<file path="config.mk">
export PLATFORM = sky130hd
export DESIGN_NAME = bot_video_ctl
export DESIGN_NICKNAME = d
export VERILOG_FILES = /design/src/rtl/bot_video_pkg.sv /design/src/rtl/vga_dtg.sv /design/src/rtl/bot_video_ctl.sv
export SDC_FILE = /design/constraint.sdc
export NUM_CORES = 1
export LEC_CHECK = 0
export ABC_AREA = 0
export BUFFER_PORTS_ARGS = -buffer_cell sky130_fd_sc_hd__buf_2
export CAP_MARGIN = 20
export CORE_ASPECT_RATIO = 0.8
export CORE_MARGIN = 2
export CORE_UTILIZATION = 35
export DETAILED_ROUTE_END_ITERATION = 12
export PLACE_DENSITY_LB_ADDON = 0.2
export SETUP_SLACK_MARGIN = 0.5
export SYNTH_ARGS = -nofsm -noshare
export SYNTH_HDL_FRONTEND = slang
export SYNTH_SLANG_ARGS = --single-unit
</file>
<file path="constraint.sdc">
create_clock -name clk -period 1.9 [get_ports clk]
set_input_delay 0 -clock clk [delete_from_list [all_inputs] [get_ports clk]]
set_output_delay 0 -clock clk [all_outputs]
set_load 0.05 [all_outputs]
</file>
<file path="src/rtl/bot_video_pkg.sv">
// Shared definitions for the RojoBot video controller: 640x480@60 Hz timing
// constants, the 2-bit world-map pixel codes and the 12-bit colour palette.
// Optional feature macro used by the importers: BOT_VIDEO_TEST_PATTERN_EN.
package bot_video_pkg;

  // Horizontal timing, in pixels
  localparam logic [9:0] H_VIS  = 10'd640;
  localparam logic [9:0] H_FP   = 10'd16;
  localparam logic [9:0] H_SYNC = 10'd96;
  localparam logic [9:0] H_BP   = 10'd48;
  localparam logic [9:0] HTOTAL = H_VIS + H_FP + H_SYNC + H_BP;    // 800
  localparam logic [9:0] H_LAST = HTOTAL - 10'd1;
  localparam logic [9:0] H_SYNC_FIRST = H_VIS + H_FP;              // 656
  localparam logic [9:0] H_SYNC_LAST  = H_SYNC_FIRST + H_SYNC - 10'd1; // 751

  // Vertical timing, in lines
  localparam logic [9:0] V_VIS  = 10'd480;
  localparam logic [9:0] V_FP   = 10'd10;
  localparam logic [9:0] V_SYNC = 10'd2;
  localparam logic [9:0] V_BP   = 10'd33;
  localparam logic [9:0] VTOTAL = V_VIS + V_FP + V_SYNC + V_BP;    // 525
  localparam logic [9:0] V_LAST = VTOTAL - 10'd1;
  localparam logic [9:0] V_SYNC_FIRST = V_VIS + V_FP;              // 490
  localparam logic [9:0] V_SYNC_LAST  = V_SYNC_FIRST + V_SYNC - 10'd1; // 491

  // The 128x120 map is scaled 4x, so it covers the left 512 columns
  localparam logic [9:0] MAP_H_PIX   = 10'd512;
  localparam logic [6:0] MAP_COL_MAX = 7'd127;

  // Map pixel codes returned by the bot
  typedef enum logic [1:0] {
    PIX_BG   = 2'b00,
    PIX_LINE = 2'b01,
    PIX_OBST = 2'b10,
    PIX_RSVD = 2'b11
  } map_pix_e;

  typedef struct packed {
    logic [3:0] red;
    logic [3:0] green;
    logic [3:0] blue;
  } rgb_t;

  localparam rgb_t COL_BG     = 12'hFFF;
  localparam rgb_t COL_LINE   = 12'h000;
  localparam rgb_t COL_OBST   = 12'hF00;
  localparam rgb_t COL_RSVD   = 12'h0F0;
  localparam rgb_t COL_BORDER = 12'h888;
  localparam rgb_t COL_OFF    = 12'h000;

  // Colour-bar generator: each bar bit drives one full colour channel
  function automatic rgb_t bar_color(input logic [2:0] bar);
    rgb_t c;
    c.red   = {4{bar[2]}};
    c.green = {4{bar[1]}};
    c.blue  = {4{bar[0]}};
    return c;
  endfunction

endpackage

</file>
<file path="src/rtl/vga_dtg.sv">
// Display timing generator: pixel-rate prescaler plus horizontal and
// vertical position counters. Out-of-range counter values recover to 0
// on the next pixel tick.
module vga_dtg
  import bot_video_pkg::*;
#(
  parameter int CLK_DIV = 4
) (
  input  logic       clk,
  input  logic       rst_n,
  output logic [9:0] hcnt,
  output logic [9:0] vcnt,
  output logic       pix_tick
);

  localparam int PW = (CLK_DIV > 1) ? $clog2(CLK_DIV) : 1;
  localparam logic [PW-1:0] PRESC_MAX = PW'(CLK_DIV - 1);

  logic [PW-1:0] presc;

  assign pix_tick = (presc == PRESC_MAX);

  // Prescaler: free-running 0..CLK_DIV-1, restarting from 0 after reset
  // NOTE: sequential state is written with <= so every flop samples the
  // pre-edge values, independent of process ordering in simulation.
  always_ff @(posedge clk or negedge rst_n) begin
    if (!rst_n) begin
      presc <= '0;
    end else if (presc >= PRESC_MAX) begin
      presc <= '0;
    end else begin
      presc <= presc + PW'(1);
    end
  end

  // Position counters: advance once per pixel, line wrap carries into vcnt
  always_ff @(posedge clk or negedge rst_n) begin
    if (!rst_n) begin
      hcnt <= '0;
      vcnt <= '0;
    end else if (pix_tick) begin
      if (hcnt >= H_LAST) begin
        hcnt <= '0;
        vcnt <= (vcnt >= V_LAST) ? 10'd0 : vcnt + 10'd1;
      end else begin
        hcnt <= hcnt + 10'd1;
        vcnt <= (vcnt > V_LAST) ? 10'd0 : vcnt;
      end
    end
  end

endmodule

</file>
<file path="src/rtl/bot_video_ctl.sv">
// RojoBot video controller: VGA timing, world-map addressing and the
// 2-bit map pixel to 12-bit RGB colorizer. All VGA outputs lag the
// position counters by one pixel period.
// Optional feature macro: BOT_VIDEO_TEST_PATTERN_EN adds test_sel, which
// replaces the map image with eight vertical colour bars.
module bot_video_ctl
  import bot_video_pkg::*;
#(
  parameter int CLK_DIV     = 4,
  parameter int MAP_LATENCY = 1
) (
  input  logic       clk,
  input  logic       reset,
`ifdef BOT_VIDEO_TEST_PATTERN_EN
  input  logic       test_sel,
`endif
  input  logic [1:0] vid_pixel_in,
  output logic [6:0] vid_row,
  output logic [6:0] vid_col,
  output logic [3:0] vga_red,
  output logic [3:0] vga_green,
  output logic [3:0] vga_blue,
  output logic       vga_hsync,
  output logic       vga_vsync,
  output logic       frame_start
);

  // The map pixel is sampled on the tick clock, so it must settle first
  if (MAP_LATENCY >= CLK_DIV) begin : g_latency_check
    $error("bot_video_ctl: MAP_LATENCY must be smaller than CLK_DIV");
  end

  logic [9:0] hcnt;
  logic [9:0] vcnt;
  logic       pix_tick;
  logic       visible;
  logic       in_map;
  rgb_t       rgb_next;
  rgb_t       rgb_q;

  vga_dtg #(
    .CLK_DIV (CLK_DIV)
  ) u_dtg (
    .clk      (clk),
    .rst_n    (reset),
    .hcnt     (hcnt),
    .vcnt     (vcnt),
    .pix_tick (pix_tick)
  );

  assign visible = (hcnt < H_VIS) && (vcnt < V_VIS);
  assign in_map  = (hcnt < MAP_H_PIX) && (vcnt < V_VIS);

  // Address stage: map address tracks the counters, one clock behind
  // NOTE: reset is asynchronous and active-low; the sensitivity list names
  // negedge reset so outputs clear without waiting for a clock edge.
  always_ff @(posedge clk or negedge reset) begin
    if (!reset) begin
      vid_row <= '0;
      vid_col <= '0;
    end else begin
      vid_col <= (hcnt < MAP_H_PIX) ? hcnt[8:2] : MAP_COL_MAX;
      vid_row <= vcnt[8:2];
    end
  end

  // Colorizer: choose the colour for the current counter position
  // NOTE: rgb_next gets a default before any branch so no path leaves it
  // unassigned, which would otherwise infer a latch.
  always_comb begin
    rgb_next = COL_OFF;
    if (!visible) begin
      rgb_next = COL_OFF;
    end
`ifdef BOT_VIDEO_TEST_PATTERN_EN
    else if (test_sel) begin
      rgb_next = bar_color(hcnt[9:7]);
    end
`endif
    else if (!in_map) begin
      rgb_next = COL_BORDER;
    end else begin
      case (map_pix_e'(vid_pixel_in))
        PIX_BG:   rgb_next = COL_BG;
        PIX_LINE: rgb_next = COL_LINE;
        PIX_OBST: rgb_next = COL_OBST;
        PIX_RSVD: rgb_next = COL_RSVD;
      endcase
    end
  end

  // Output stage: register colour and syncs once per pixel tick
  always_ff @(posedge clk or negedge reset) begin
    if (!reset) begin
      rgb_q     <= COL_OFF;
      vga_hsync <= 1'b1;
      vga_vsync <= 1'b1;
    end else if (pix_tick) begin
      rgb_q     <= rgb_next;
      vga_hsync <= !((hcnt >= H_SYNC_FIRST) && (hcnt <= H_SYNC_LAST));
      vga_vsync <= !((vcnt >= V_SYNC_FIRST) && (vcnt <= V_SYNC_LAST));
    end
  end

  // Frame marker: one clock high when pixel (0,0) reaches the outputs
  always_ff @(posedge clk or negedge reset) begin
    if (!reset) begin
      frame_start <= 1'b0;
    end else begin
      frame_start <= pix_tick && (hcnt == 10'd0) && (vcnt == 10'd0);
    end
  end

  assign vga_red   = rgb_q.red;
  assign vga_green = rgb_q.green;
  assign vga_blue  = rgb_q.blue;

endmodule

</file>
* Word level (Yosys, flattened, before mapping) *
Cells that the tools add are included.

cells by class
  equality and inequality tests = 4
  magnitude comparators = 11
  $add $sub $neg = 3
  mux-type cells = 9
  reduce and logical (&&, ||, !) cells = 13

operator list
  operator                                                             number
  case mux 12 bit (4 select lines)                                     1
  2-to-1 mux 10 bit                                                    4
  greater-or-equal comparator 10 bit (second input constant)           3
  2-to-1 mux 12 bit                                                    2
  adder 10 x 1 -> 10 bit (second input constant)                       2
  zero test 10 bit                                                     2
  less-than comparator 10 bit (second input constant)                  2
  greater-or-equal comparator 10 x 9 -> 1 bit (second input constant)  1
  greater-than comparator 10 bit (second input constant)               1
  less-or-equal comparator 10 bit (second input constant)              1
  less-or-equal comparator 10 x 9 -> 1 bit (second input constant)     1
  less-than comparator 10 x 9 -> 1 bit (second input constant)         1
  2-to-1 mux 7 bit                                                     1
  == test 2 bit (second input constant)                                3
  logical AND 1 bit                                                    6
  adder 2 x 1 -> 2 bit (second input constant)                         1
  == test 2 x 1 -> 1 bit (second input constant)                       1
  greater-or-equal comparator 2 bit (second input constant)            1
  zero test 1 bit                                                      2
  zero test 2 bit                                                      1
  2-to-1 mux 2 bit                                                     1
  AND reduction 2 bit                                                  1
  nonzero test 2 bit                                                   1

word-level totals
  bits of input ports = 4
  output and inout bits = 29
  word-level logic and storage cells = 51
  bits in registers = 51

* Logic depth before layout (Yosys ltp) *
Gate-level depths: netlist (run 1).

  word-level depth = 4
  depth in mapped cells = 6
  gate-level depth less buffers = 6

* By module *
From an unflattened synthesis (run 1), not the netlist that was laid out.

unflattened totals
  cell total of the unflattened synthesis = 215
  area, all modules = 2264.7 µm²

by module, submodules not included
  module         cells each  area an instance (µm²)  instances  seq. area each (µm²)
  vga_dtg        136         1290.0                  1          550.5
  bot_video_ctl  79          974.7                   1          578.1

* Worst setup path after synthesis (run 1) *
Ideal clock, no wire load.

  path type = register to register
  from = register u_dtg.vcnt[0]
  to = register u_dtg.vcnt[5]
  path slack = 182 ps
  data required time = 1773 ps
  buffers on the path = 0
  stages on the path, launching flop included = 7
  period minus slack after synthesis = 1718 ps
  data arrival time = 1592 ps
  setup time = 127 ps
  path through = dfrtp_1 -> inv_1 -> ha_1 -> and3b_1 -> o311ai_4 -> and2_2 -> a221o_2

between the ends
  longest elaborated chain between the ends = 3
  elaborated cells on any way between the ends = 7
  those cells by class = add/sub: 1; order compare: 2; mux: 2; reduce/logical: 2

RTL lines
  what                                                             line           source
  start: declaration                                               vga_dtg.sv:12  output logic [9:0] vcnt,
  start signal: assignment                                         vga_dtg.sv:44  vcnt <= (vcnt >= V_LAST) ? 10'd0 : vcnt + 10'd1;
  start signal: assignment                                         vga_dtg.sv:47  vcnt <= (vcnt > V_LAST) ? 10'd0 : vcnt;
  adder 10 x 1 -> 10 bit, or another cell as far along             vga_dtg.sv:44
  2-to-1 mux 10 bit / nonzero test 2 bit (equally long branches)   --
  2-to-1 mux 10 bit / AND reduction 2 bit (equally long branches)  --

Parallel ways exist; a longest one is shown, timed or not.
A chain may end at the register's enable or synchronous reset.

* Worst setup path in the final report (run 1) *
  from = register u_dtg.presc[0]
  to = register u_dtg.vcnt[5]

between the ends
  longest elaborated chain between the ends = 2

RTL lines
  what                           line                 source
  start: declaration             vga_dtg.sv:19        logic [PW-1:0] presc;
  start signal: assignment       vga_dtg.sv:32        presc <= presc + PW'(1);
  == test 2 bit                  vga_dtg.sv:21        assign pix_tick = (presc == PRESC_MAX);
  net pix_tick                   bot_video_ctl.sv:35  logic pix_tick;
  AND reduction 2 bit (no line)  --

The timed path passes the listed nets, and every way through them passes these cells.

==> impl_metrics.yaml, run 1 <==
status:
  status: "completed"
power:
  sequentialPowerShare: 0.531
  swShare: 0.239
  comb_power_share: 0.076
  p_clk_frac: 0.393
  irDropWorstVdd_uv: 284
  cellInternalPower_w: 0.00139
  p_per_area_nw_per_um2: 624
  p_switching_w: 0.000438
  power.leakage_nw: 1.35
clocking:
  cts_max_level: 2
  root_buffer: "clkbuf_8"
  cts_num_sinks: 45
  clk_latency_ps: 290
  cts_inserted_buffers: 5
  clock_path_buffers: 2
  cts_tree: "built"
  clk_pin_slew_ps: 90
grt:
  grt_pass1_wl_mm: 8.16
  grt_usage: 0.151
  grt_max_degree: 25
  grt-ovfl-total: 0
  antenna_found_initial: 0
  grt_pass1_vias: 1724
logic_synthesis:
  synth-edff-count: 0
  netlist_instances: 208
  synthesis.nets: 219
  syn_area_um2: 2170
  synth_top_cell_by_area: "dfrtp_1"
  synth.ff_latch_count: 45
  yosysUniqueCellTypes: 47
  syn-mean-instance-area_um2: 10.4
  ys_warn_count: 0
  synth_ff_type: "dfrtp_1"
  synth_area_leaders: "dfrtp_1 (50%), ha_1 (4.0%), nand3_1 (3.5%)"
  synth.top_cell.area_share: 0.497
  ys_seq_area_frac: 0.521
  synth-async-reset-ratio: 1.00
sta:
  slew_headroom: 0.657
  maxSlewViolCount: 0
  setup_viol: 0
  clock.fmax_ghz: 0.609
  hold_violations: 0
  fin_ws_ps: 258
  worst_clock_skew_ps: 13.6
  worstMarginPinSlew_ps: 514
  rsz0062_at_grt: "yes"
  tns_ps: 0
  finalCritPeriodShare: 0.864
  fin_crit_ps: 1640
  holdWs_ps: 93.0
floorplanning:
  rows: 25
  die_width_um: 92.0
  core_um2: 5940
  initial_core_util: 0.364
  die-height_um: 74.4
  die_area_um2: 6840
  io-pin-count: 33
critical_path:
  path_cells: "ha_2 -> and3_4 -> a21boi_2 -> buf_6 -> and2_4 -> a221o_2"
  start_kind: "flop"
  worstPathMaxFanout: 6
  arrival_ps: 1820
  criticalPathCategory: "reg -> reg"
  worstPathRequired_ps: 2080
  slowest_stage: "dfrtp_1"
  end_kind: "flop"
  max_stage_delay_ps: 390
detailed_routing:
  dr.pass1.iters: 5
  wl_met3_um: 194
  vias: 1760
  ant_nets: 0
  routedWlPerCell_um: 13.7
  drt_wl_total_mm: 4.83
  wl_met1_mm: 2.43
  drc: 0
  routed.top_layer: "met4"
  drtIter0Drc: 106
  wl_met2_mm: 2.15
  viasPerCell: 5.00
finish:
  final_cells: 352
  nets: 281
  nFillCells: 556
  seq_area_um2: 1130
  area_delta_synth_final_pct: 35.4
  final_layout_size_suffix_gt1_frac: 0.435
  multi_input_area_um2: 1070
  antenna_cells: 0
  final_cell_mix: "dfrtp_1 (42), buf_2 (32), buf_4 (23)"
  final_common_cell: "dfrtp_1"
hold_path:
  hold_class: "in -> reg"
place:
  place_congestion: 0.849
  dp_hpwl_mm: 3.30
  placed_cells: 327
  place_ws_ps: 150
  portBuffers: 32
flow_run:
  maxCapViolations: 0
power groups by stage:
stage | registers (W) | logic (W) | clock network (W)
detailed placement | 0.000992 | 0.000139 | 0
CTS | 0.000973 | 0.000141 | 0.000733
finish | 0.000973 | 0.000139 | 0.000720
global route | 0.000975 | 0.000150 | 0.000778
floorplan | 0.00103 | 0.0000683 | 0
global placement | 0.000991 | 0.000140 | 0
metrics by stage:
stage	instance area, um^2	utilization	total power (W)
after detailed placement	2520	0.424	0.00113
after global routing	2930	0.493	0.00190
after floorplan	2180	-	0.00110
after global placement	2520	0.424	0.00113
final	2930	0.493	0.00183
after CTS	2840	0.477	0.00185
final cells by class:
type                       count  area share
timing repair buffer          66       0.158
tap                           81      0.0346
multi-input combinational    137       0.365
inverter                      15      0.0192
clock inverter                 2      0.0132
clock buffer                   6      0.0247
sequential                    45       0.385
logic make-up (layout without fill, tap and decap cells):
family          Yosys count  count (layout)  synth area share
compound gates           40              40             0.146
xor+xnor                  3               3            0.0121
fa+ha+maj                 7               7            0.0404
buf+inv                  26              89            0.0566
flops                    45              45             0.521
simple gates             87              87             0.224
cell usage after synthesis (all sizes together) (5+ instances only):
cell   instances
a22o           6
and2           5
buf            8
dfrtp         43
ha             7
inv           15
nand2         10
nand3         15
nor2          15
nor2b          6
nor3           6
nor4           5
o21ai          8
o22ai          8
or2            8
worst paths after layout:
path	cells past startpoint	startpoint	slack [ps]	to
worst min-delay path	4	vid_pixel_in[1]	90	vga_green[2]$_DFFE_PN0P_
min in group asynchronous	2	reset	200	vid_col[2]$_DFF_PN0_
max in group asynchronous	3	reset	1120	vga_vsync$_DFFE_PN1P_
worst max-delay path	6	u_dtg.presc[0]$_DFF_PN0_	260	u_dtg.vcnt[5]$_DFFE_PN0P_
worst min register to register	1	u_dtg.presc[0]$_DFF_PN0_	440	u_dtg.presc[0]$_DFF_PN0_
worst max register to register	6	u_dtg.presc[0]$_DFF_PN0_	260	u_dtg.vcnt[5]$_DFFE_PN0P_
timing repair:
action                                 4_1_cts  5_1_grt
hold buffers                                 1        0
gates resized for setup                     26       14
pin swaps                                   18        8
setup buffers                               12        4
endpoints found under the hold margin       20        0
setup endpoints to repair                   23       25
critical path: cells and delay by family (launching register included):
kind                       cells  cell delay, ps
and+or+nand+nor                2             340
adders and majority gates      1             180
buffers and inverters          1             140
DFF                            1             390
AOI/OAI and AO/OA              2             480
layer usage:
layer  GRT usage  vias to the layer above
met5           0                        -
met4      0.0365                        0
met3      0.0324                        5
met2       0.247                       48
met1       0.209                      846
li1            -                      861
sequential cells by signal, indices dropped and copies added, names as in the netlist:
register,flops
vga_vsync,1
u_dtg.vcnt,10
vid_col,7
vid_row,7
vga_blue,2
u_dtg.presc,2
vga_red,2
u_dtg.hcnt,10
vga_hsync,1
frame_start,1
vga_green,2
(Power assumes the default switching activity.)
==> run 2, diff against run 1 <==
--- a/config.mk
+++ b/config.mk
@@ -12,7 +12,7 @@
 export CORE_MARGIN = 2
 export CORE_UTILIZATION = 35
 export DETAILED_ROUTE_END_ITERATION = 12
-export PLACE_DENSITY_LB_ADDON = 0.2
+export GPL_TIMING_DRIVEN = 0
 export SETUP_SLACK_MARGIN = 0.5
 export SYNTH_ARGS = -nofsm -noshare
 export SYNTH_HDL_FRONTEND = slang
==> run 2 against run 1 <==
  * Combinational power up 11%
  * Clock power is 22% lower
  * Largest power group unchanged
  * Clock-buffer cell count unchanged
  * Register-to-register slack about the same
  * Core utilization rose by 1.7 points
  * Sequential share of layout area fell by 0.97 points
  * Global-route usage up 0.094 points
  * Cell area is 3.5% higher
  * Sequential power is essentially flat
  * Die area did not move
  * Worst setup slack improved by 7.7 ps
==> impl_metrics.yaml, run 2 (synthesis gave the netlist of run 1 again) <==
critical_path:
  critPathBufInv: 1
  critPathTopFamily: "compound AO/OA/AOI/OAI gates"
  criticalPathCategory: "reg -> reg"
  max_stage_delay_ps: 420
  worstPathMaxFanout: 6
  start_kind: "flop"
  path_cells: "ha_4 -> and3_4 -> a21boi_4 -> buf_6 -> o2111a_1 -> a221o_2"
  worstPathRequired_ps: 2070
  arrival_ps: 1810
  end_kind: "flop"
  slowest_stage: "dfrtp_1"
finish:
  final_cell_mix: "dfrtp_1 (34), buf_2 (32), buf_4 (26)"
  antenna_cells: 0
  nFillCells: 532
  final_common_cell: "dfrtp_1"
  final_layout_size_suffix_gt1_frac: 0.493
  nets: 288
  reg_top3: "u_dtg.hcnt: 10 flops, u_dtg.vcnt: 10 flops"
  area_delta_synth_final_pct: 40.2
grt:
  antenna_found_initial: 0
  met2_usage: 0.232
  grt_max_degree: 46
  grt_pass1_vias: 1675
  grtUsageMet1: 0.220
  grt-ovfl-total: 0
  busiest_layer: "met2"
  grt_pass1_wl_mm: 8.31
  grt_usage: 0.152
  grtUsageMet3: 0.0395
status:
  status: "completed"
place:
  place_congestion: 0.820
  portBuffers: 32
  dp_hpwl_mm: 3.07
clocking:
  clk_pin_slew_ps: 80
  cts_num_sinks: 45
  cts_inserted_buffers: 5
  clock_path_buffers: 2
  clk_latency_ps: 290
  root_buffer: "clkbuf_8"
  cts_max_level: 2
  cts_tree: "built"
floorplanning:
  rows: 25
  die_area_um2: 6840
  io-pin-count: 33
  die_width_um: 92.0
  core_um2: 5940
  initial_core_util: 0.364
  die-height_um: 74.4
sta:
  slew_headroom: 0.744
  worst_clock_skew_ps: 6.97
  tns_ps: 0
  maxSlewViolCount: 0
  finalCritPeriodShare: 0.860
  fin_crit_ps: 1630
  rsz0062_at_grt: "yes"
  holdWs_ps: 70.8
  setup_viol: 0
  hold_violations: 0
  clock.fmax_ghz: 0.612
  worstMarginPinSlew_ps: 384
detailed_routing:
  dr.pass1.iters: 4
  ant_nets: 0
  vias: 1794
  routedWlPerCell_um: 14.2
  drc: 0
  viasPerCell: 5.00
  drtIter0Drc: 167
  drt_wl_total_mm: 5.11
hold_path:
  hold_class: "in -> async"
flow_run:
  maxCapViolations: 0
power:
  irDropWorstVdd_uv: 263
  power.leakage_nw: 1.37
  p_per_area_nw_per_um2: 555
run 2: per-stage QoR:
step           std cells  setup WS [ps]  utilization  cell area, um^2  total power [W]
6_report             359            265        0.511             3040          0.00169
5_1_grt              359            216        0.511             3040          0.00176
4_1_cts              349            262        0.471             2800          0.00170
3_5_place_dp         321           32.6        0.411             2440          0.00114
3_3_place_gp         321           54.6        0.411             2440          0.00114
2_1_floorplan        208            266            -             2180          0.00110
run 2: worst register-to-register path: stages, from the launching register on:
cell and delay, ps:
dfrtp_1 420, ha_4 190, and3_4 190, a21boi_4 150, buf_6 150, o2111a_1 140, a221o_2 290
run 2: power breakdown:
group          leakage [nW]  internal (W)  switching (W)  total [W]
Clock                0.0450      0.000255       0.000304   0.000559
Sequential            0.573      0.000967     0.00000658   0.000973
Combinational         0.753     0.0000431       0.000110   0.000154
run 2: metal layers:
layer / up-vias / part of all wire
li1: 881 / -
met1: 868 / 0.49
met2: 43 / 0.45
met3: 2 / 0.052
met4: 0 / 0.0069
met5: - / 0
run 2: worst paths after layout:
check | start | end | slack, ps | cells after the start
setup / recovery | u_dtg.presc[0]$_DFF_PN0_ | u_dtg.vcnt[7]$_DFFE_PN0P_ | 270 | 6
hold / removal | reset | vid_row[2]$_DFF_PN0_ | 70 | 2
setup reg to reg | u_dtg.presc[0]$_DFF_PN0_ | u_dtg.vcnt[7]$_DFFE_PN0P_ | 270 | 6
hold reg to reg | u_dtg.vcnt[5]$_DFFE_PN0P_ | vid_row[3]$_DFF_PN0_ | 490 | 0
max in group asynchronous | reset | vga_vsync$_DFFE_PN1P_ | 1320 | 3
min in group clk | vid_pixel_in[1] | vga_green[2]$_DFFE_PN0P_ | 100 | 4
run 2: repair_timing:
| action | in CTS | in global routing |
|---|---|---|
| buffers inserted | 19 | 9 |
| endpoints found under the hold margin | 43 | 0 |
| setup endpoints to repair | 29 | 28 |
| gates resized for setup | 32 | 38 |
| pin swaps | 30 | 16 |
| gates cloned | 0 | 0 |
| hold buffers | 1 | 0 |
run 2: final cells by class:
class	count	area, um^2	share of cell area
tap	81	101	0.0334
clock inverter	2	10.0	0.00330
multi-input combinational	137	1120	0.370
inverter	15	56.3	0.0185
clock buffer	6	72.6	0.0239
timing repair buffer	62	439	0.145
buffer	11	93.8	0.0309
sequential	45	1140	0.376
==> run 3, diff against run 2 <==
--- a/config.mk
+++ b/config.mk
@@ -13,6 +13,7 @@
 export CORE_UTILIZATION = 35
 export DETAILED_ROUTE_END_ITERATION = 12
 export GPL_TIMING_DRIVEN = 0
+export RECOVER_POWER = 50
 export SETUP_SLACK_MARGIN = 0.5
 export SYNTH_ARGS = -nofsm -noshare
 export SYNTH_HDL_FRONTEND = slang
==> run 3 against run 2 <==
  * First-iteration DRC count decreased by 16%
  * Non-clock buffer count is the same
  * Flip-flop and latch count unchanged
  * Sequential share of layout area rose by 0.49 points
  * Critical path type unchanged
  * Highest routed layer unchanged
==> impl_metrics.yaml, run 3 (synthesis gave the netlist of run 1 again) <==
floorplanning:
  die-height_um: 74.4
  io-pin-count: 33
  initial_core_util: 0.364
  rows: 25
  die_area_um2: 6840
  core_um2: 5940
  die_width_um: 92.0
detailed_routing:
  viasPerCell: 5.03
  dr.pass1.iters: 4
  ant_nets: 0
  routed.top_layer: "met4"
  wl_met1_mm: 2.55
  routedWlPerCell_um: 14.3
  vias: 1805
  drc: 0
  drtIter0Drc: 140
  wl_met3_um: 218
  drt_wl_total_mm: 5.13
  wl_met2_mm: 2.32
critical_path:
  worstPathMaxFanout: 8
  reg2reg_depth: 4
  criticalPathCategory: "reg -> reg"
  r2r-start: "u_dtg.vcnt[3]$_DFFE_PN0P_"
  rrSetupSlack_ps: 230
  worstPathRequired_ps: 2070
  reg2reg_to: "u_dtg.vcnt[7]$_DFFE_PN0P_"
  arrival_ps: 1840
  end_kind: "flop"
  start_kind: "flop"
finish:
  antenna_cells: 0
  final_common_cell: "dfrtp_1"
  final_cell_mix: "dfrtp_1 (37), buf_2 (25), buf_4 (22)"
  area_delta_synth_final_pct: 37.9
  nets: 288
  reg_top3: "u_dtg.hcnt: 10 flops, u_dtg.vcnt: 10 flops"
  nFillCells: 542
  final_layout_size_suffix_gt1_frac: 0.446
grt:
  grt_pass1_wl_mm: 8.31
  grt_max_degree: 46
  grt-ovfl-total: 0
  grt_pass1_vias: 1675
  antenna_found_initial: 0
  grt_usage: 0.152
sta:
  worst_clock_skew_ps: 6.91
  fin_crit_ps: 1670
  slew_headroom: 0.346
  hold_violations: 0
  finalCritPeriodShare: 0.878
  worstMarginPinSlew_ps: 981
  rsz0062_at_grt: "yes"
  maxSlewViolCount: 0
  clock.fmax_ghz: 0.600
  tns_ps: 0
  setup_viol: 0
clocking:
  cts_inserted_buffers: 5
  cts_num_sinks: 45
  clock_path_buffers: 2
  cts_tree: "built"
  cts_max_level: 2
  root_buffer: "clkbuf_8"
  clk_pin_slew_ps: 80
  clk_latency_ps: 290
place:
  place_congestion: 0.820
  dp_hpwl_mm: 3.07
  portBuffers: 32
status:
  status: "completed"
power:
  irDropWorstVdd_uv: 263
  p_per_area_nw_per_um2: 564
  p_total_w: 0.00169
  power.leakage_nw: 1.33
flow_run:
  maxCapViolations: 0
hold_path:
  hold_class: "in -> async"
[run 3: timing repair]
action	in CTS	in global routing
hold endpoints to repair	43	0
hold buffers	1	0
setup endpoints to repair	29	28
gates resized for setup	32	38
buffers inserted	19	9
pin swaps	30	16
[run 3: area by class of cell]
cell class / count / area [um^2] / share of cell area
clock inverter: 2 / 10.0 / 0.00335
timing repair buffer: 62 / 404 / 0.135
sequential: 45 / 1140 / 0.380
buffer: 11 / 93.8 / 0.0314
inverter: 15 / 56.3 / 0.0189
clock buffer: 6 / 72.6 / 0.0243
tap: 81 / 101 / 0.0339
multi-input combinational: 137 / 1110 / 0.372
[run 3: worst max-delay path: stages (launching register included)]
cell,delay (ps)
dfrtp_1,520
and2_4,230
nand4_1,200
o2111a_1,320
a221o_2,290
[run 3: routing by layer]
metal,vias up,GRT usage
li1,881,-
met1,885,0.220
met2,37,0.232
met3,2,0.0395
met4,0,0.0315
met5,-,0
[run 3: per-stage QoR]
step | setup WS, ps | hold WS (ps) | util | std cells | area, um^2
6_report | 233 | 95.1 | 0.503 | 359 | 2990
5_1_grt | 148 | 96.2 | 0.503 | 359 | 2990
4_1_cts | 262 | 88.0 | 0.471 | 349 | 2800
3_5_place_dp | 32.6 | 225 | 0.411 | 321 | 2440
3_3_place_gp | 54.6 | 218 | 0.411 | 321 | 2440
2_1_floorplan | 266 | -296 | - | 208 | 2180
[run 3: worst max-delay path by stage]
| stage | slack, ps | endpoint | start | cells after the start |
|---|---|---|---|---|
| after floorplan | 270 | u_dtg.vcnt[9]$_DFFE_PN0P_ | u_dtg.vcnt[1]$_DFFE_PN0P_ | 6 |
| after global placement | 50 | u_dtg.vcnt[9]$_DFFE_PN0P_ | u_dtg.hcnt[6]$_DFFE_PN0P_ | 4 |
| after detailed placement | 30 | u_dtg.vcnt[9]$_DFFE_PN0P_ | u_dtg.hcnt[7]$_DFFE_PN0P_ | 4 |
| after CTS | 260 | u_dtg.vcnt[7]$_DFFE_PN0P_ | u_dtg.vcnt[7]$_DFFE_PN0P_ | 4 |
| after global routing | 150 | u_dtg.vcnt[7]$_DFFE_PN0P_ | u_dtg.vcnt[3]$_DFFE_PN0P_ | 4 |
| final | 230 | u_dtg.vcnt[7]$_DFFE_PN0P_ | u_dtg.vcnt[3]$_DFFE_PN0P_ | 4 |
[run 3: power by group]
| part | total, W | switching, W | internal [W] | leakage (nW) |
|---|---|---|---|---|
| combinational | 0.000149 | 0.000110 | 0.0000392 | 0.703 |
| sequential | 0.000973 | 0.00000658 | 0.000967 | 0.578 |
| clock | 0.000563 | 0.000308 | 0.000255 | 0.0450 |
| total | 0.00169 | 0.000424 | 0.00126 | 1.33 |
